**config.mk**
```make
export PLATFORM = sky130hd
export DESIGN_NAME = hazard_stall_unit
export DESIGN_NICKNAME = d
export VERILOG_FILES = /design/src/rtl/pipeline_pkg.sv /design/src/rtl/rv32i_reg_usage_decoder.sv /design/src/rtl/hazard_stall_unit.sv
export SDC_FILE = /design/constraint.sdc
export NUM_CORES = 1
export LEC_CHECK = 0
export CAP_MARGIN = 0
export CORE_MARGIN = 2
export CORE_UTILIZATION = 25
export DETAILED_ROUTE_END_ITERATION = 6
export GPL_TIMING_DRIVEN = 0
export SLEW_MARGIN = 25
export SYNTH_ARGS = -nofsm -noshare
export SYNTH_HDL_FRONTEND = slang
export SYNTH_HIERARCHICAL = 1
export SYNTH_SLANG_ARGS = --single-unit
```
**constraint.sdc**
```tcl
create_clock -name clock -period 5.95 [get_ports clock]
set_input_delay 0.8925 -clock clock [delete_from_list [all_inputs] [get_ports clock]]
set_output_delay 0.8925 -clock clock [all_outputs]
set_load 0.02 [all_outputs]
```
**src/rtl/pipeline_pkg.sv**
```systemverilog
// ---------------------------------------------------------------------------
// pipeline_pkg
// Shared definitions for the 5-stage RV32I-format pipeline control blocks.
//   - Opcode constants for the instruction classes the hazard logic cares about
//   - NOP_INSTR: canonical bubble (addi x0,x0,0)
//   - Instruction field positions and widths
//   - sbEntry_t: one in-flight scoreboard slot {valid, rd}
//   - hazState_t: stall controller FSM states
// ---------------------------------------------------------------------------
package pipeline_pkg;

   localparam logic [6:0] OPC_RTYPE  = 7'b0110011;
   localparam logic [6:0] OPC_IALU   = 7'b0010011;
   localparam logic [6:0] OPC_LOAD   = 7'b0000011;
   localparam logic [6:0] OPC_STORE  = 7'b0100011;
   localparam logic [6:0] OPC_BRANCH = 7'b1100011;

   localparam logic [31:0] NOP_INSTR = 32'h0000_0013;

   localparam int OPC_LSB = 0;
   localparam int OPC_W   = 7;
   localparam int RD_LSB  = 7;
   localparam int RS1_LSB = 15;
   localparam int RS2_LSB = 20;
   localparam int REG_W   = 5;

   typedef struct packed {
      logic             valid;
      logic [REG_W-1:0] rd;
   } sbEntry_t;

   typedef enum logic {
      RUN     = 1'b0,
      STALLED = 1'b1
   } hazState_t;

endpackage

```
**src/rtl/rv32i_reg_usage_decoder.sv**
```systemverilog
// ---------------------------------------------------------------------------
// rv32i_reg_usage_decoder
// Purely combinational: reports which architectural registers an instruction
// reads and whether it writes a destination register.
// Ports:
//   instruction_i  in  32  instruction to classify
//   uses_rs1_o     out  1  instruction reads rs1
//   uses_rs2_o     out  1  instruction reads rs2
//   writes_rd_o    out  1  instruction writes rd (before the x0 filter)
//   rs1_o/rs2_o/rd_o out 5 raw register fields
// ---------------------------------------------------------------------------
module rv32i_reg_usage_decoder
   import pipeline_pkg::*;
(
   input  logic [31:0]      instruction_i,
   output logic             uses_rs1_o,
   output logic             uses_rs2_o,
   output logic             writes_rd_o,
   output logic [REG_W-1:0] rs1_o,
   output logic [REG_W-1:0] rs2_o,
   output logic [REG_W-1:0] rd_o
);

   logic [OPC_W-1:0] opcode;

   // funct3/funct7 do not affect register usage; folded here only so the
   // whole instruction word is consumed.
   logic unusedFunctBits;
   assign unusedFunctBits = ^{instruction_i[31:25], instruction_i[14:12]};

   assign opcode = instruction_i[OPC_LSB +: OPC_W];
   assign rs1_o  = instruction_i[RS1_LSB +: REG_W];
   assign rs2_o  = instruction_i[RS2_LSB +: REG_W];
   assign rd_o   = instruction_i[RD_LSB  +: REG_W];

   // Classify the opcode; anything unrecognised neither reads nor writes.
   always_comb begin
      uses_rs1_o  = 1'b0;
      uses_rs2_o  = 1'b0;
      writes_rd_o = 1'b0;
      unique case (opcode)
         OPC_RTYPE: begin
            uses_rs1_o  = 1'b1;
            uses_rs2_o  = 1'b1;
            writes_rd_o = 1'b1;
         end
         OPC_IALU, OPC_LOAD: begin
            uses_rs1_o  = 1'b1;
            writes_rd_o = 1'b1;
         end
         OPC_STORE, OPC_BRANCH: begin
            uses_rs1_o  = 1'b1;
            uses_rs2_o  = 1'b1;
         end
         default: ;
      endcase
   end

endmodule

```
**src/rtl/hazard_stall_unit.sv**
```systemverilog
// ---------------------------------------------------------------------------
// hazard_stall_unit
// RAW hazard detector and stall controller between IF/ID and decode.
// Keeps a shift-register scoreboard of the destination registers held by the
// instructions in EX, MEM and WB; holds the front end and injects a NOP into
// ID/EX while the decode instruction reads one of them.
// Ports:
//   clock               in   1      pipeline clock
//   reset_n             in   1      synchronous active-low reset
//   id_instruction      in   32     instruction in IF/ID
//   flush               in   1      taken branch in EX, kill ID instruction
//   stall               out  1      hold PC and IF/ID (combinational)
//   id_instruction_out  out  32     instruction to decode, NOP when killed
//   stall_start         out  1      registered pulse, first cycle of a stall
//   stall_count         out  CNT_W  saturating stalled-cycle count
// ---------------------------------------------------------------------------
module hazard_stall_unit
   import pipeline_pkg::*;
#(
   parameter int HAZ_DEPTH = 3,
   parameter int CNT_W     = 16
)
(
   input  logic             clock,
   input  logic             reset_n,
   input  logic [31:0]      id_instruction,
   input  logic             flush,
   output logic             stall,
   output logic [31:0]      id_instruction_out,
   output logic             stall_start,
   output logic [CNT_W-1:0] stall_count
);

   logic             usesRs1;
   logic             usesRs2;
   logic             writesRd;
   logic [REG_W-1:0] rs1;
   logic [REG_W-1:0] rs2;
   logic [REG_W-1:0] rd;

   sbEntry_t         sb_q [HAZ_DEPTH];
   sbEntry_t         sb_d [HAZ_DEPTH];
   hazState_t        state_q;
   logic             stallStart_q;
   logic [CNT_W-1:0] stallCount_q;
   logic [CNT_W-1:0] stallCount_d;
   logic             hazard;
   logic             killId;

   rv32i_reg_usage_decoder uDecoder (
      .instruction_i (id_instruction),
      .uses_rs1_o    (usesRs1),
      .uses_rs2_o    (usesRs2),
      .writes_rd_o   (writesRd),
      .rs1_o         (rs1),
      .rs2_o         (rs2),
      .rd_o          (rd)
   );

   // A hazard is any live slot whose rd matches a non-x0 source register.
   always_comb begin
      hazard = 1'b0;
      for (int i = 0; i < HAZ_DEPTH; i++) begin
         if (sb_q[i].valid) begin
            if (usesRs1 && (rs1 != '0) && (sb_q[i].rd == rs1)) hazard = 1'b1;
            if (usesRs2 && (rs2 != '0) && (sb_q[i].rd == rs2)) hazard = 1'b1;
         end
      end
   end

   // Flush outranks stall; reset forces a clean NOP with no stall request.
   assign stall              = hazard && !flush && reset_n;
   assign killId             = stall || flush || !reset_n;
   assign id_instruction_out = killId ? NOP_INSTR : id_instruction;

   // Slot 0 receives the ID instruction's writer info, or a bubble when the
   // ID instruction is not actually issued; older slots age toward WB.
   always_comb begin
      sb_d[0].valid = writesRd && (rd != '0) && !stall && !flush;
      sb_d[0].rd    = rd;
      for (int i = 1; i < HAZ_DEPTH; i++) begin
         sb_d[i] = sb_q[i-1];
      end
   end

   always_ff @(posedge clock) begin
      if (!reset_n) begin
         for (int i = 0; i < HAZ_DEPTH; i++) begin
            sb_q[i] <= '0;
         end
      end else begin
         for (int i = 0; i < HAZ_DEPTH; i++) begin
            sb_q[i] <= sb_d[i];
         end
      end
   end

   // Counter holds at all-ones instead of wrapping.
   assign stallCount_d = (stall && (stallCount_q != '1)) ? stallCount_q + CNT_W'(1)
                                                         : stallCount_q;

   always_ff @(posedge clock) begin
      if (!reset_n) stallCount_q <= '0;
      else          stallCount_q <= stallCount_d;
   end

   // Episode tracker: pulse only on the RUN->STALLED transition.
   always_ff @(posedge clock) begin
      if (!reset_n) begin
         state_q      <= RUN;
         stallStart_q <= 1'b0;
      end else begin
         stallStart_q <= 1'b0;
         case (state_q)
            RUN: begin
               if (stall) begin
                  state_q      <= STALLED;
                  stallStart_q <= 1'b1;
               end
            end
            STALLED: begin
               if (!stall) state_q <= RUN;
            end
            default: state_q <= RUN;
         endcase
      end
   end

   assign stall_start = stallStart_q;
   assign stall_count = stallCount_q;

endmodule
```
### After elaboration in Yosys (flattened, before gate mapping)

Memory sizes are Yosys's and may differ from the RTL's.
Cells that the tools add are included.

| operators by class | value |
|---|---|
| add/sub/neg operators | 1 |
| equality and inequality tests | 12 |
| multiplexer cells | 19 |
| bitwise gates (word level) | 4 |
| reductions and logical operators | 26 |

Operator list:

| operator | number |
|---|---|
| 2-to-1 mux 32 bit | 1 |
| == test 5 bit | 6 |
| 2-to-1 mux 6 bit | 3 |
| adder 16 x 1 -> 16 bit, second input constant | 1 |
| inequality test 16 bit, second input constant | 1 |
| 2-to-1 mux 1 bit | 15 |
| nonzero test 5 bit | 3 |
| == test 7 x 6 -> 1 bit, second input constant | 2 |
| logical AND 1 bit | 14 |
| == test 7 x 2 -> 1 bit, second input constant | 1 |
| == test 7 x 5 -> 1 bit, second input constant | 1 |
| == test 7 bit, second input constant | 1 |
| OR reduction 3 bit | 2 |
| OR reduction 5 bit | 1 |
| logical NOT 1 bit | 3 |
| OR 1 bit | 3 |
| logical OR 1 bit | 2 |
| OR reduction 2 bit | 1 |
| inverter 1 bit | 1 |

| word-level totals | value |
|---|---|
| register bits after elaboration | 18 |
| bits in writable memories | 18 |
| bits of input ports | 35 |
| logic and storage cells | 66 |
| memories kept | 1 |

Memories:

| memory | depth | width | rd ports | clocked after memory_dff | wr ports | line | text |
|---|---|---|---|---|---|---|---|
| sb_q | 3 | 6 | 3 | 0 | 3 | hazard_stall_unit.sv:41 | `sbEntry_t sb_q [HAZ_DEPTH];` |

### Longest topological paths before layout

Gate-level depths: netlist of run 1.

| logic depth | value |
|---|---|
| depth after elaboration | 20 |
| depth in mapped cells | 9 |
| depth with buffers taken out | 8 |

### Hierarchy

Netlist of run 1, hierarchy kept.

Modules (own cells, without submodules):

| module | instances | cells an instance | area an instance (um^2) | seq. area each (um^2) |
|---|---|---|---|---|
| hazard_stall_unit | 1 | 232 | 2026.9 | 720.7 |
| rv32i_reg_usage_decoder | 1 | 21 | 180.2 | 0.0 |

### Least setup slack after synthesis of run 1

Ideal clock, no wire load.

| path | value |
|---|---|
| path kind | input to output |
| from | input id_instruction[16] |
| to | output id_instruction_out[22] |
| data arrival time | 2413 ps |
| required time | 5058 ps |
| setup slack | 2645 ps |
| stages | 7 |
| path through | buf_4 -> or4_1 -> o21ai_1 -> o22ai_1 -> nor2_1 -> clkbuf_1 -> and2_1 |

| on the way | value |
|---|---|
| word-level cells in the longest chain between the ends | 17 |
| elaborated cells on any way between the ends | 22 |

Ends and longest elaborated chain:

| what | line | text |
|---|---|---|
| start, declared | hazard_stall_unit.sv:26 | `input logic [31:0] id_instruction,` |
| nonzero test 5 bit | hazard_stall_unit.sv:65 | `if (usesRs1 && (rs1 != '0) && (sb_q[i].rd == rs1)) hazard = 1'b1;` |
| logical AND 1 bit (2 in series) | hazard_stall_unit.sv:65 |  |
| 2-to-1 mux 1 bit | hazard_stall_unit.sv:65 |  |
| 2-to-1 mux 1 bit | hazard_stall_unit.sv:66 | `if (usesRs2 && (rs2 != '0) && (sb_q[i].rd == rs2)) hazard = 1'b1;` |
| 2-to-1 mux 1 bit | hazard_stall_unit.sv:64 | `if (sb_q[i].valid) begin` |
| 2-to-1 mux 1 bit | hazard_stall_unit.sv:65 |  |
| 2-to-1 mux 1 bit | hazard_stall_unit.sv:66 |  |
| 2-to-1 mux 1 bit | hazard_stall_unit.sv:64 |  |
| 2-to-1 mux 1 bit | hazard_stall_unit.sv:65 |  |
| 2-to-1 mux 1 bit | hazard_stall_unit.sv:66 |  |
| 2-to-1 mux 1 bit (*) | hazard_stall_unit.sv:64 |  |
| logical AND 1 bit (*) (2 in series) | hazard_stall_unit.sv:72 | `assign stall = hazard && !flush && reset_n;` |
| logical OR 1 bit (*) (2 in series) | hazard_stall_unit.sv:73 | `assign killId = stall \|\| flush \|\| !reset_n;` |
| 2-to-1 mux 32 bit (*) | hazard_stall_unit.sv:74 | `assign id_instruction_out = killId ? NOP_INSTR : id_instruction;` |
| end, declared | hazard_stall_unit.sv:29 | `output logic [31:0] id_instruction_out,` |

Mark *: on every way between the ends. The rest lies on a longest branch, timed or not.

### Final worst setup path of run 1

| path | value |
|---|---|
| from | input id_instruction[18] |
| to | output id_instruction_out[8] |

The elaborated chain is that of the path after synthesis.

==> results of run 1 <==
==> critical path, stage by stage <==
cell             delay [ns]
clkdlybuf4s50_1        0.48
buf_4                  0.15
xor2_1                 0.15
nor4_1                 0.06
and3_1                 0.19
nor3_1                 0.23
o22ai_1                0.17
nor2_1                 0.20
clkbuf_1               0.35
and2_1                 0.19
clkdlybuf4s50_1        0.60
==> per-stage QoR <==
stage	cell area, um^2	std cells
floorplan	2210	253
global placement	3180	445
detailed placement	3180	445
CTS	3290	453
global route	3290	453
finish	3290	453
==> layer usage <==
| layer | part of all wire, % | vias to the layer above | wire length [um] | track usage [%] |
|---|---|---|---|---|
| met2 | 48 | 48 | 2760 | 20.1 |
| li1 | - | 1026 | - | - |
| met3 | 3.8 | 9 | 219 | 2.00 |
| met1 | 47 | 962 | 2690 | 15.6 |
| met4 | 1.1 | 0 | 63 | 3.21 |
| met5 | 0 | - | 0 | 0 |
==> placed cells by master, fill, tap and decap left out, types with 2 or more instances in the layout <==
cell	netlist	layout
o31ai_2	2	2
clkbuf_1	8	8
nor4_1	6	6
clkbuf_8	0	5
a21oi_1	4	4
nand4_1	4	4
dfxtp_1	36	36
mux2i_1	12	12
nor2_1	8	8
inv_1	6	6
nand2b_1	11	11
clkdlybuf4s50_1	0	84
nor3_1	2	2
buf_4	15	15
nand3_1	5	5
or3_1	4	4
and3_1	11	11
a31o_1	2	2
xnor2_1	7	7
xor2_1	24	24
or4_1	2	2
and2_1	47	47
nand2_1	18	18
o21ai_1	2	2
==> synth_stat cells (2+ instances only) <==
library cell,n
and2_1,47
dfxtp_1,36
xor2_1,24
nand2_1,18
buf_4,15
mux2i_1,12
and3_1,11
nand2b_1,11
clkbuf_1,8
nor2_1,8
xnor2_1,7
inv_1,6
nor4_1,6
nand3_1,5
a21oi_1,4
nand4_1,4
or3_1,4
a31o_1,2
nor3_1,2
o21ai_1,2
o31ai_2,2
or4_1,2
==> how the worst max path moves through the flow <==
| stage | to | cells past startpoint |
|---|---|---|
| 2_1_floorplan | id_instruction_out[22] | 7 |
| 3_3_place_gp | id_instruction_out[3] | 9 |
| 3_5_place_dp | id_instruction_out[5] | 11 |
| 4_1_cts | id_instruction_out[8] | 11 |
| 5_1_grt | id_instruction_out[7] | 11 |
| 6_report | id_instruction_out[8] | 11 |
==> flip-flops by register name, summed over array words and instances (netlist names) <==
name         flops
stall_start      1
sb_q            18
stall_count     16
state_q          1
==> layout make-up <==
class | instances | area (um^2) | share of cell area [%]
clock inverter | 3 | 42.5 | 1.29
tap | 108 | 135 | 4.10
multi-input combinational | 187 | 1310 | 39.8
clock buffer | 5 | 68.8 | 2.09
timing repair buffer | 84 | 841 | 25.5
buffer | 24 | 154 | 4.67
sequential | 36 | 721 | 21.9
inverter | 6 | 22.5 | 0.684
==> cell families (layout without fill, tap and decap cells) <==
| family | after synthesis | count (layout) |
|---|---|---|
| buffers and inverters | 30 | 122 |
| AO/OA/AOI/OAI | 16 | 16 |
| AND/OR/NAND/NOR | 127 | 127 |
| XOR/XNOR | 31 | 31 |
| adder cells (fa/ha/maj) | 1 | 1 |
| multiplexers | 12 | 12 |
| flip-flops | 36 | 36 |
==> where the power goes <==
group          internal [W]  leakage [nW]  switching (W)
Combinational     0.0000582          1.02      0.0000444
Clock              0.000124        0.0541      0.0000916
Sequential         0.000245         0.292     0.00000394
==> results.md, run 1 <==
- The run finished with clean final reports.
- The core outline area is 8640 um^2.
- The worst min-delay path category is register to register.
- After detailed routing, the number of remaining DRC violations is 0.
- Summing the areas of all and, or, nand and nor instances in the mapped netlist gives 35.1% of the synthesized area.
- The number of violations reported at the end of detailed-routing iteration 0 is 57.
- Across all register-to-register paths, the minimum setup slack is 3.84 ns.
- The number of cells produced by synthesis is 253.
- The number of diodes is 0.
- The total overflow reported by the global router is 0.
- Timing analysis after detailed placement gives a worst setup slack of 1.37 ns.
- Counting flops with an async set or reset pin after synthesis yields a share of 0%.
- The detailed-router iteration count before antenna repair is 6.
- The number of pins exceeding their max-slew limit in the final report is 0.
- The final clock period utilization by the worst path is 76.7%.
- The most common flop cell mapped by yosys is dfxtp_1.
- The total of flip-flops plus latches after synthesis is 36.
- The accumulated negative setup slack is 0 ns.
- The post-CTS resize count is 0.
- The clock-pin slew on the worst setup and hold paths is 0.08 ns.
- The via-per-instance ratio is 4.51.
- Across the run, the number of max-cap violations was 0.
- The initial antenna violation count is 0.
- In this run the most critical hold path is launched from state_q.
- The floorplan step defined a die boundary enclosing 9600 um^2.
- The core occupancy in the finished layout is 38.1%.
- The final worst slack is 1.39 ns.
- After Yosys synthesis, XOR and XNOR cells account for 12.3% of the synthesized area.
- Entering global routing, the biggest net connects 13 pins.
- The row count is 34.
- The worst hold path cell count is 1.
- The count of filler cells inserted in the layout is 877.
- During I/O placement, the number of pins put on the boundary was 85.
- The power per standard cell area is 172 nW/um^2.
- The total vias in the final route is 2045.
- The biggest area contributor in the post-synthesis netlist is dfxtp_1.
- The final hold violation count is 0.
- The number of buffers created by CTS is 5.
- Of the synthesized area, sequential elements account for 32.7%.
- Detailed placement ended at an HPWL of 4480 um.
- By area, the combinational part of the netlist is dominated by simple AND/OR/NAND/NOR gates.
- The share of post-route cells with drive strength above 1 is 9.57%.
- The top cell type by area accounts for 32.7% of the synthesized area.
- The worst endpoint data arrival time is 3.67 ns.
- The pin slew with the least headroom to its limit is 0.536 ns.
- Synthesis produced a netlist with a net count of 289.
- Routability-driven placement finished with a final weighted congestion of 0.798.
- During synthesis, Yosys emitted a total of 6 warnings.
- Counting distinct cell types in the post-synthesis netlist gives 39.
- The kind of end point of the critical path is an output pin.
- The sum of internal, switching and leakage power is 0.000567 W.
- Headroom to the max-slew limit came out at 64.3%.
- After synthesis, the mean cell area works out to 8.72 um^2.
- The worst setup path is launched from a primary input.
- The worst setup path is of the primary input to output pin kind.
- The synthesized netlist devotes 0.567% of its cell area to adder and majority cells.
- Of all nets on the critical path, the largest fanout is 10.
- On the final layout, the worst hold slack is 0.379 ns.
- The number of nets in the finished design is 380.
- The source of the critical timing path is id_instruction[18].
- The endpoint of the worst hold-timing path is stall_start.
- The TritonCTS clock tree is yes.
- The first global-routing pass estimated 9560 um of wire.
- The required time reported for the critical path endpoint is 5.06 ns.
- The via count of the first global-routing pass is 2004.
- The reported leakage power is 1.37 nW.
- The number of buffers on the longest clock path is 2.
- The synthesized netlist devotes 5.90% of its cell area to compound gates.
- The multiplexer fraction of the synthesized cell area is 5.44%.
- Once detail routing completed, the nets flagged for antenna violations numbered 0.
- The starting density of the core is 25.6%.
- The launch point of the worst reg-to-reg path is sb_q[0][7].
- By area the synthesized netlist is led by dfxtp_1, and2_1, xor2_1.
- The cell area that synthesis handed to floorplanning was 2210 um^2.
- The clock period could shrink to 4.56 ns.
- Counting flops with a built-in enable in the synthesized netlist gives 0.
- The number of port buffers is 84.
- For this block, the routed nets add up to 5730 um of wire.
- Across every metal layer, demand over resource in global routing totals 11.9%.
- The cell chosen for the clock root is clkbuf_8.
- The count of clock tree sinks is 36.
- The critical register-to-register path endpoint is stall_count[4].
- The chip height is 98.0 um.
- The largest clock skew in the final design is 0.00936 ns.
- The number of levels the H-tree was split into is 2.
- The width of the chip is 98.0 um.
- After detailed routing, the average wire length per cell comes to 12.6 um.
- Clock latency on the worst-skew pair, taken at its later pin, is 0.29 ns.
- Setup violations remaining at the end of the flow were counted as 0.
- Setup repair after global routing left no endpoint under its margin.
- The peak supply drop is 0.0748 mV.
- The maximum clock frequency is 0.219 GHz.
- The post-cts hold buffer count is 0.
- From synthesis to final layout, the design area changed by 49.3%.
- The worst reg2reg path depth is 8.
- The post-CTS setup-driven buffer insertion count is 0.
(Power assumes the default switching activity.)
==> run 2, diff against run 1 <==
==> constraint.sdc (replaced) <==
create_clock -name clock -period 4.7 [get_ports clock]
set_input_delay 0.705 -clock clock [delete_from_list [all_inputs] [get_ports clock]]
set_output_delay 0.705 -clock clock [all_outputs]
set_load 0.02 [all_outputs]
==> results of run 2 <==
The final DEF is identical to that of run 1. Status: completed.
Main changes from that run: setup slack after placement 1.37 ns -> 0.499 ns; setup slack after layout 1.39 ns -> 0.510 ns; register-to-register setup slack 3.84 ns -> 2.59 ns; total power 0.000567 W -> 0.000718 W; worst IR drop on VDD 0.0748 mV -> 0.0947 mV
